<file path="config.mk">
export PLATFORM = sky130hd
export DESIGN_NAME = fir_p2s_unpacker
export DESIGN_NICKNAME = d
export VERILOG_FILES = /design/src/rtl/fir_p2s_unpacker.sv
export SDC_FILE = /design/constraint.sdc
export NUM_CORES = 1
export LEC_CHECK = 0
export CAP_MARGIN = 5
export CORE_MARGIN = 2
export CORE_UTILIZATION = 55
export DETAILED_ROUTE_END_ITERATION = 10
export GPL_ROUTABILITY_DRIVEN = 0
export HOLD_SLACK_MARGIN = 0.1
export PLACE_DENSITY = 0.78
export SKIP_CTS_REPAIR_TIMING = 1
export SYNTH_ARGS = -nofsm -noshare
export SYNTH_HDL_FRONTEND = slang
export SYNTH_SLANG_ARGS = --single-unit
</file>
<file path="constraint.sdc">
create_clock -name CLK -period 3.55 [get_ports CLK]
set_input_delay 0.71 -clock CLK [delete_from_list [all_inputs] [get_ports CLK]]
set_output_delay 0.71 -clock CLK [all_outputs]
set_load 0.1 [all_outputs]
</file>
<file path="src/rtl/fir_p2s_unpacker.sv">
// rtl/fir_p2s_unpacker.sv - 3-lane parallel to serial unpacker with triplet FIFO.
// Optional SAMPLE_CNT output enabled by defining P2S_SAMPLE_CNT_EN.
module fir_p2s_unpacker #(
  parameter int W     = 8,
  parameter int DEPTH = 4
) (
  input  logic         CLK,
  input  logic         RST,
  input  logic [W-1:0] DIN0,
  input  logic [W-1:0] DIN1,
  input  logic [W-1:0] DIN2,
  input  logic         VIN,
  output logic         IN_READY,
  output logic [W-1:0] DOUT,
  output logic         VOUT,
  input  logic         DOUT_READY,
  output logic         OVF
`ifdef P2S_SAMPLE_CNT_EN
  ,
  output logic [15:0]  SAMPLE_CNT
`endif
);

  localparam int AW = $clog2(DEPTH);
  localparam int CW = AW + 1;

  logic [3*W-1:0] mem_q [DEPTH];

  logic [AW-1:0]  wr_ptr_q, wr_ptr_d;
  logic [AW-1:0]  rd_ptr_q, rd_ptr_d;
  logic [CW-1:0]  count_q, count_d;
  logic [1:0]     lane_q, lane_d;
  logic [W-1:0]   dout_q, dout_d;
  logic           vout_q, vout_d;
  logic           ovf_q, ovf_d;

  logic           push, drop, out_free, load, pop;
  logic [3*W-1:0] head;
  logic [W-1:0]   lane_sel;

  // Ready is decoded from the registered count only; a same-cycle pop does not free a slot.
  assign IN_READY = (count_q < CW'(DEPTH));
  assign push     = VIN && IN_READY;
  assign drop     = VIN && !IN_READY;
  assign out_free = !vout_q || DOUT_READY;
  assign load     = out_free && (count_q != '0);
  assign pop      = load && (lane_q == 2'd2);
  assign head     = mem_q[rd_ptr_q];

  always_comb begin
    lane_sel = head[W-1:0];
    case (lane_q)
      2'd1:    lane_sel = head[2*W-1:W];
      2'd2:    lane_sel = head[3*W-1:2*W];
      default: lane_sel = head[W-1:0];
    endcase
  end

  always_comb begin
    wr_ptr_d = wr_ptr_q;
    count_d  = count_q;
    ovf_d    = ovf_q | drop;
    if (push) begin
      wr_ptr_d = wr_ptr_q + AW'(1);
    end
    if (push && !pop) begin
      count_d = count_q + CW'(1);
    end else if (!push && pop) begin
      count_d = count_q - CW'(1);
    end
  end

  always_comb begin
    dout_d   = dout_q;
    vout_d   = vout_q;
    lane_d   = lane_q;
    rd_ptr_d = rd_ptr_q;
    if (load) begin
      dout_d = lane_sel;
      vout_d = 1'b1;
      if (lane_q == 2'd2) begin
        lane_d   = 2'd0;
        rd_ptr_d = rd_ptr_q + AW'(1);
      end else begin
        lane_d = lane_q + 2'd1;
      end
    end else if (out_free) begin
      vout_d = 1'b0;
    end
  end

  always_ff @(posedge CLK) begin
    if (push) begin
      mem_q[wr_ptr_q] <= {DIN2, DIN1, DIN0};
    end
  end

  always_ff @(posedge CLK or posedge RST) begin
    if (RST) begin
      wr_ptr_q <= '0;
      rd_ptr_q <= '0;
      count_q  <= '0;
      lane_q   <= 2'd0;
      dout_q   <= '0;
      vout_q   <= 1'b0;
      ovf_q    <= 1'b0;
    end else begin
      wr_ptr_q <= wr_ptr_d;
      rd_ptr_q <= rd_ptr_d;
      count_q  <= count_d;
      lane_q   <= lane_d;
      dout_q   <= dout_d;
      vout_q   <= vout_d;
      ovf_q    <= ovf_d;
    end
  end

  assign DOUT = dout_q;
  assign VOUT = vout_q;
  assign OVF  = ovf_q;

`ifdef P2S_SAMPLE_CNT_EN
  logic [15:0] sample_cnt_q, sample_cnt_d;

  assign sample_cnt_d = (vout_q && DOUT_READY) ? sample_cnt_q + 16'd1 : sample_cnt_q;

  always_ff @(posedge CLK or posedge RST) begin
    if (RST) begin
      sample_cnt_q <= 16'd0;
    end else begin
      sample_cnt_q <= sample_cnt_d;
    end
  end

  assign SAMPLE_CNT = sample_cnt_q;
`endif

endmodule

</file>
==> run metrics, run 1 <==
initial core utilization=56.18%; Hold Fails Final Rpt=0; H-tree levels=4; die area=9098 um2; post-synthesis async set-or-reset flop share=16.52%; Min Hold Slack=461.1 ps; WP data arrival=2070 ps; Synth Flop Type=edfxtp_1; DRT iter0 DRCs=161; core area=8175 um2; commonest non-fill, non-tap cells in the layout=edfxtp_1, clkdlybuf4s50_1, dfrtp_1; worst-path cell chain=clkdlybuf4s50_1; skew final=9.465 ps; Reg area=3358 um2; busiest grt layer=met2; Syn Inst Count=245; minimum clock period=2777 ps; post-route ant nets=0; initial antenna violation count=0; Final setup viols=0; post-synth top area share=62.76%; Final Cell Area=5682 um2; Worst R2R End=count_q[1]; DRC=0; slowest stage delay, CP=1160 ps; RSZ-0062 raised after global routing=false; Seq/Total Area, Yosys=73.11%; CTS buffer count=17; Worst slew margin=34.05%; Final #Nets=335; run status=completed; Worst Setup End Kind=primary output; Worst-Skew Late Latency=490 ps; DR vias/cell=5.614; CTS tree=built; area of the multi-input gates=1111 um2; # rows=33; Worst-Margin Slew=986.1 ps; CP Data Required Time=2840 ps; Distinct cells, synth=33; via count=2330; #FFs+latches synth=115; area grow syn2layout=23.70%; largest net degree at the start of global routing=34; Worst path top cell family by delay=buffers and inverters; Worst Setup Path Type=reg2out; GRT Util Overall=20.51%; PwrDens=936.8 nW/um2; Max Root-Sink Buffers=2; VDD IR max=0.5565 mV; HPWL after DPL=4.725 mm; Max stage delay cell, worst path=clkdlybuf4s50_1; DRT Pass-1 Iters=4; Synth Warn #=0; fillcell total=499; Hold EP=OVF; max-slew violations=0; Critical R2R Launch=lane_q[0]; commonest non-fill, non-tap cell in the layout=edfxtp_1; P_leak=2.052 nW; CTS clk-pin slew, worst paths=60 ps; layout cell share with drive strength beyond 1=16.13%; M2 GR Usage=32.81%; crit-path max FO=4; die height=95.39 um; EDFF count, synth=96; met3 Resource Use GR=5.296%; hold_sp=OVF; mapped cell area=4593 um2; Max-Cap Viols=0; reg2reg setup slack=1330 ps; Overflow after GRT=0; largest area contributor in the netlist=edfxtp_1; Clock Sinks=115; Reg2Reg Depth=7; I/O Buffers=38; startpoint types=register; Max Fclk=360.0 MHz; Syn Area/Cell=18.75 um2; hold path depth=1; met1 Usage GRT=26.36%; Chip Width=95.39 um; Buf+Inv Stages, Crit Path=1; ANT cells=0; Area contributors post-synth=edfxtp_1, dfrtp_1, mux4_1, mux2i_1, mux4_2; Final Util=69.50%; first-pass GRT wire length=12.94 mm; Hold Crit Class=reg2reg; placed cell areas=5054 um2; number of global-route vias before repair=2432; CTS Root Cell=clkbuf_8; syn_nets=283; period utilization=78.24%; io pins=39; setup tns final=0 ps; WL final=8.489 mm; WL/cell=20.46 um
==> stage by stage <==
step	power [mW]	std cells	setup slack, ps
2_1_floorplan	3.166	245	1120
3_3_place_gp	3.530	383	809.6
3_5_place_dp	3.556	383	759.8
4_1_cts	5.378	415	740.5
5_1_grt	5.556	415	706.2
6_report	5.323	415	772.6
==> logic make-up (layout without fill, tap and decap cells) <==
group,Yosys count,after routing,synth area share [%]
AO/OA/AOI/OAI,30,30,4.685
multiplexers,33,33,12.31
flip-flops,115,115,73.11
AND/OR/NAND/NOR,32,32,3.160
adder cells (fa/ha/maj),10,10,2.888
XOR/XNOR,6,6,1.144
buffers and inverters,19,84,2.696
==> synthesized netlist by cell type (all sizes together), types with 2 or more instances <==
cell type,n
edfxtp,96
dfrtp,19
mux2i,16
mux4,16
nand2,15
a21oi,9
buf,9
ha,9
nor2,9
inv,8
o221ai,8
o31ai,8
xnor2,5
and2,4
o21ai,3
a21o,2
clkbuf,2
==> final cells by class <==
type                       instances  share of cell area, %
sequential                       115                  59.11
multi-input combinational        111                  19.56
timing repair buffer              44                  7.443
clock buffer                      18                  7.355
clock inverter                    14                  3.700
tap                              105                  2.312
inverter                           8                 0.5285
==> worst max-delay path by stage <==
stage                    start          to  slack (ps)  depth (start not counted)
finish                    VOUT        VOUT         770                          1
global route              VOUT        VOUT         710                          1
CTS                       VOUT        VOUT         740                          1
detailed placement         VIN  count_q[2]         760                          8
global placement    DOUT_READY  count_q[1]         810                          8
floorplan                 VOUT  count_q[2]        1120                          8
==> power breakdown <==
part | leakage, nW | switching (mW) | internal, mW
sequential | 1.10 | 0.152 | 1.73
clock | 0.303 | 0.564 | 1.21
combinational | 0.654 | 1.08 | 0.586
==> flip-flops by register name, summed over array words and instances (netlist names) <==
name      cells
wr_ptr_q      2
DOUT          8
VOUT          1
rd_ptr_q      2
OVF           1
lane_q        2
mem_q        96
count_q       3
==> routing by layer <==
metal	wire, um	up-vias
li1	-	1074
met1	3330	1179
met2	4611	71
met3	460	6
met4	85	0
met5	0	-
Note: power is estimated with default switching activity, not from simulation.
==> inputs of run 2 (changes only) <==
--- a/config.mk
+++ b/config.mk
@@ -7,11 +7,11 @@
 export LEC_CHECK = 0
 export CAP_MARGIN = 5
 export CORE_MARGIN = 2
-export CORE_UTILIZATION = 55
+export CORE_UTILIZATION = 51
 export DETAILED_ROUTE_END_ITERATION = 10
 export GPL_ROUTABILITY_DRIVEN = 0
 export HOLD_SLACK_MARGIN = 0.1
-export PLACE_DENSITY = 0.78
+export PLACE_DENSITY = 0.76
 export SKIP_CTS_REPAIR_TIMING = 1
 export SYNTH_ARGS = -nofsm -noshare
 export SYNTH_HDL_FRONTEND = slang
==> constraint.sdc (replaced) <==
create_clock -name CLK -period 2.25 [get_ports CLK]
set_input_delay 0.45 -clock CLK [delete_from_list [all_inputs] [get_ports CLK]]
set_output_delay 0.45 -clock CLK [all_outputs]
set_load 0.1 [all_outputs]
==> run 2 against run 1 <==
Sequential power grew 54%; worst setup slack worse by 540 ps; combinational power rose by 68%; worst hold slack worse by 220 ps; wire length is 5.7% lower; sequential share of layout area is 0.96 points lower; largest power group unchanged; highest routed layer unchanged.
==> run metrics, run 2 (synthesized netlist as in run 1, its figures left out) <==
run status=completed; cell-internal power=5.552 mW; sw frac=33.87%; Final #Nets=344; PwrDens=1453 nW/um2; area grow syn2layout=25.80%; GRT Util Overall=17.79%; Max Root-Sink Buffers=2; P_leak=2.109 nW; initial core utilization=52.67%; setup tns final=0 ps; first-pass GRT wire length=12.70 mm; period utilization=89.76%; Hold Crit Class=in2async; io pins=39; DRT iter0 DRCs=197; initial antenna violation count=0; CTS tree=built; startpoint types=register; Clock Sinks=115; layout cell share with drive strength beyond 1=22.33%; Critical R2R Launch=count_q[0]; HPWL after DPL=5.037 mm; CTS Root Cell=clkbuf_8; Reg2Reg Depth=9; post-route ant nets=0; Final setup viols=0; via count=2313; crit-path max FO=3; Worst-Margin Slew=520.1 ps; H-tree levels=4; DR vias/cell=5.430; core area=8721 um2; Overflow after GRT=0; max FFs per register=96; commonest non-fill, non-tap cell in the layout=edfxtp_1; ANT cells=0; RSZ-0062 raised after global routing=false; Pwr Total=8.395 mW; # rows=34; fillcell total=558; commonest non-fill, non-tap cells in the layout=edfxtp_1, clkdlybuf4s50_1, buf_4; WL final=8.009 mm; Chip Width=98.90 um; Max Fclk=495.1 MHz; largest register by flop count=mem_q; clock share of power=32.1%; CP Data Required Time=2690 ps; placed cell areas=5176 um2; Final Util=66.26%; Reg area=3359 um2; largest net degree at the start of global routing=34; reg2reg setup slack=230 ps; Worst Setup End Kind=register; CTS buffer count=17; number of global-route vias before repair=2446; area of the multi-input gates=1111 um2; switching power total=2.843 mW; Max-Cap Viols=0; WP data arrival=2450 ps; die area=9781 um2; Worst-Skew Late Latency=510 ps; DRT Pass-1 Iters=5; I/O Buffers=38; Worst Setup Path Type=reg2reg; Seq pwr share=34.5%; Worst R2R End=count_q[2]; VDD IR max=0.7130 mV; WL/cell=18.80 um; die height=98.90 um; Hold Fails Final Rpt=0; combinational power share=33.4%; CTS clk-pin slew, worst paths=60 ps; Final Cell Area=5778 um2; minimum clock period=2020 ps; DRC=0; max-slew violations=0; Worst slew margin=65.33%; skew final=8.271 ps
run 2: cell types whose count changed in the layout (fill, tap and decap cells not counted):
| cell | delta |
|---|---|
| dfrtp_1 | -1 |
| clkinv_2 | +1 |
| buf_12 | +6 |
| clkinv_4 | -1 |
| clkinvlp_4 | +2 |
| clkdlybuf4s50_1 | -10 |
| dfrtp_2 | +1 |
| buf_4 | +13 |
| clkinv_1 | -1 |
| clkbuf_1 | -1 |
| bufinv_16 | -1 |
run 2: how the worst max path moves through the flow:
stage	from	end	cells past startpoint
2_1_floorplan	VOUT	count_q[1]	6
3_3_place_gp	DOUT_READY	count_q[1]	8
3_5_place_dp	DOUT_READY	count_q[1]	8
4_1_cts	count_q[0]	count_q[2]	9
5_1_grt	count_q[0]	count_q[2]	9
6_report	count_q[0]	count_q[2]	9
run 2: layout make-up:
| cell class | instances | share of cell area [%] |
|---|---|---|
| Clock buffer | 17 | 7.168 |
| Clock inverter | 14 | 3.248 |
| Tap cell | 108 | 2.339 |
| Inverter | 8 | 0.5197 |
| Timing Repair Buffer | 53 | 9.355 |
| Multi-Input combinational cell | 111 | 19.23 |
| Sequential cell | 115 | 58.14 |
run 2: power groups by stage:
stage	Sequential (mW)	Clock [mW]	Combinational (mW)
detailed placement	2.94	0	2.84
global route	2.94	2.83	2.99
CTS	2.90	2.72	2.86
finish	2.90	2.69	2.81
floorplan	3.43	0	1.57
global placement	2.92	0	2.79
run 2: critical path: stages (launching register included):
cell     delay (ps)
dfrtp_1         420
nor3_1          350
a21oi_1         110
nand2_1         110
ha_1            160
inv_1            50
fa_1            380
xor2_1          150
nor2_1          110
xnor2_1         120
run 2: metrics by stage:
stage                     std cells  hold WS, ps  setup WS [ps]
final                           426        244.5          230.4
after global routing            426        263.9          1.915
after CTS                       426        237.4          206.8
after detailed placement        395        449.1         -32.58
after global placement          395        441.4          5.332
after floorplan                 245        401.1          112.1
run 2: per-layer routing:
| layer | vias to the layer above | share of wire [%] | GRT usage (%) |
|---|---|---|---|
| met2 | 64 | 52 | 29.78 |
| met3 | 10 | 5.6 | 5.248 |
| met1 | 1154 | 41 | 21.42 |
| met5 | - | 0 | 0 |
| li1 | 1085 | - | - |
| met4 | 0 | 1.7 | 8.008 |
==> inputs of run 3 (changes only) <==
--- a/config.mk
+++ b/config.mk
@@ -5,11 +5,9 @@
 export SDC_FILE = /design/constraint.sdc
 export NUM_CORES = 1
 export LEC_CHECK = 0
-export CAP_MARGIN = 5
 export CORE_MARGIN = 2
 export CORE_UTILIZATION = 51
 export DETAILED_ROUTE_END_ITERATION = 10
-export GPL_ROUTABILITY_DRIVEN = 0
 export HOLD_SLACK_MARGIN = 0.1
 export PLACE_DENSITY = 0.76
 export SKIP_CTS_REPAIR_TIMING = 1
==> results of run 3 <==
No change in the layout: final DEF, timing and power equal those of run 2.
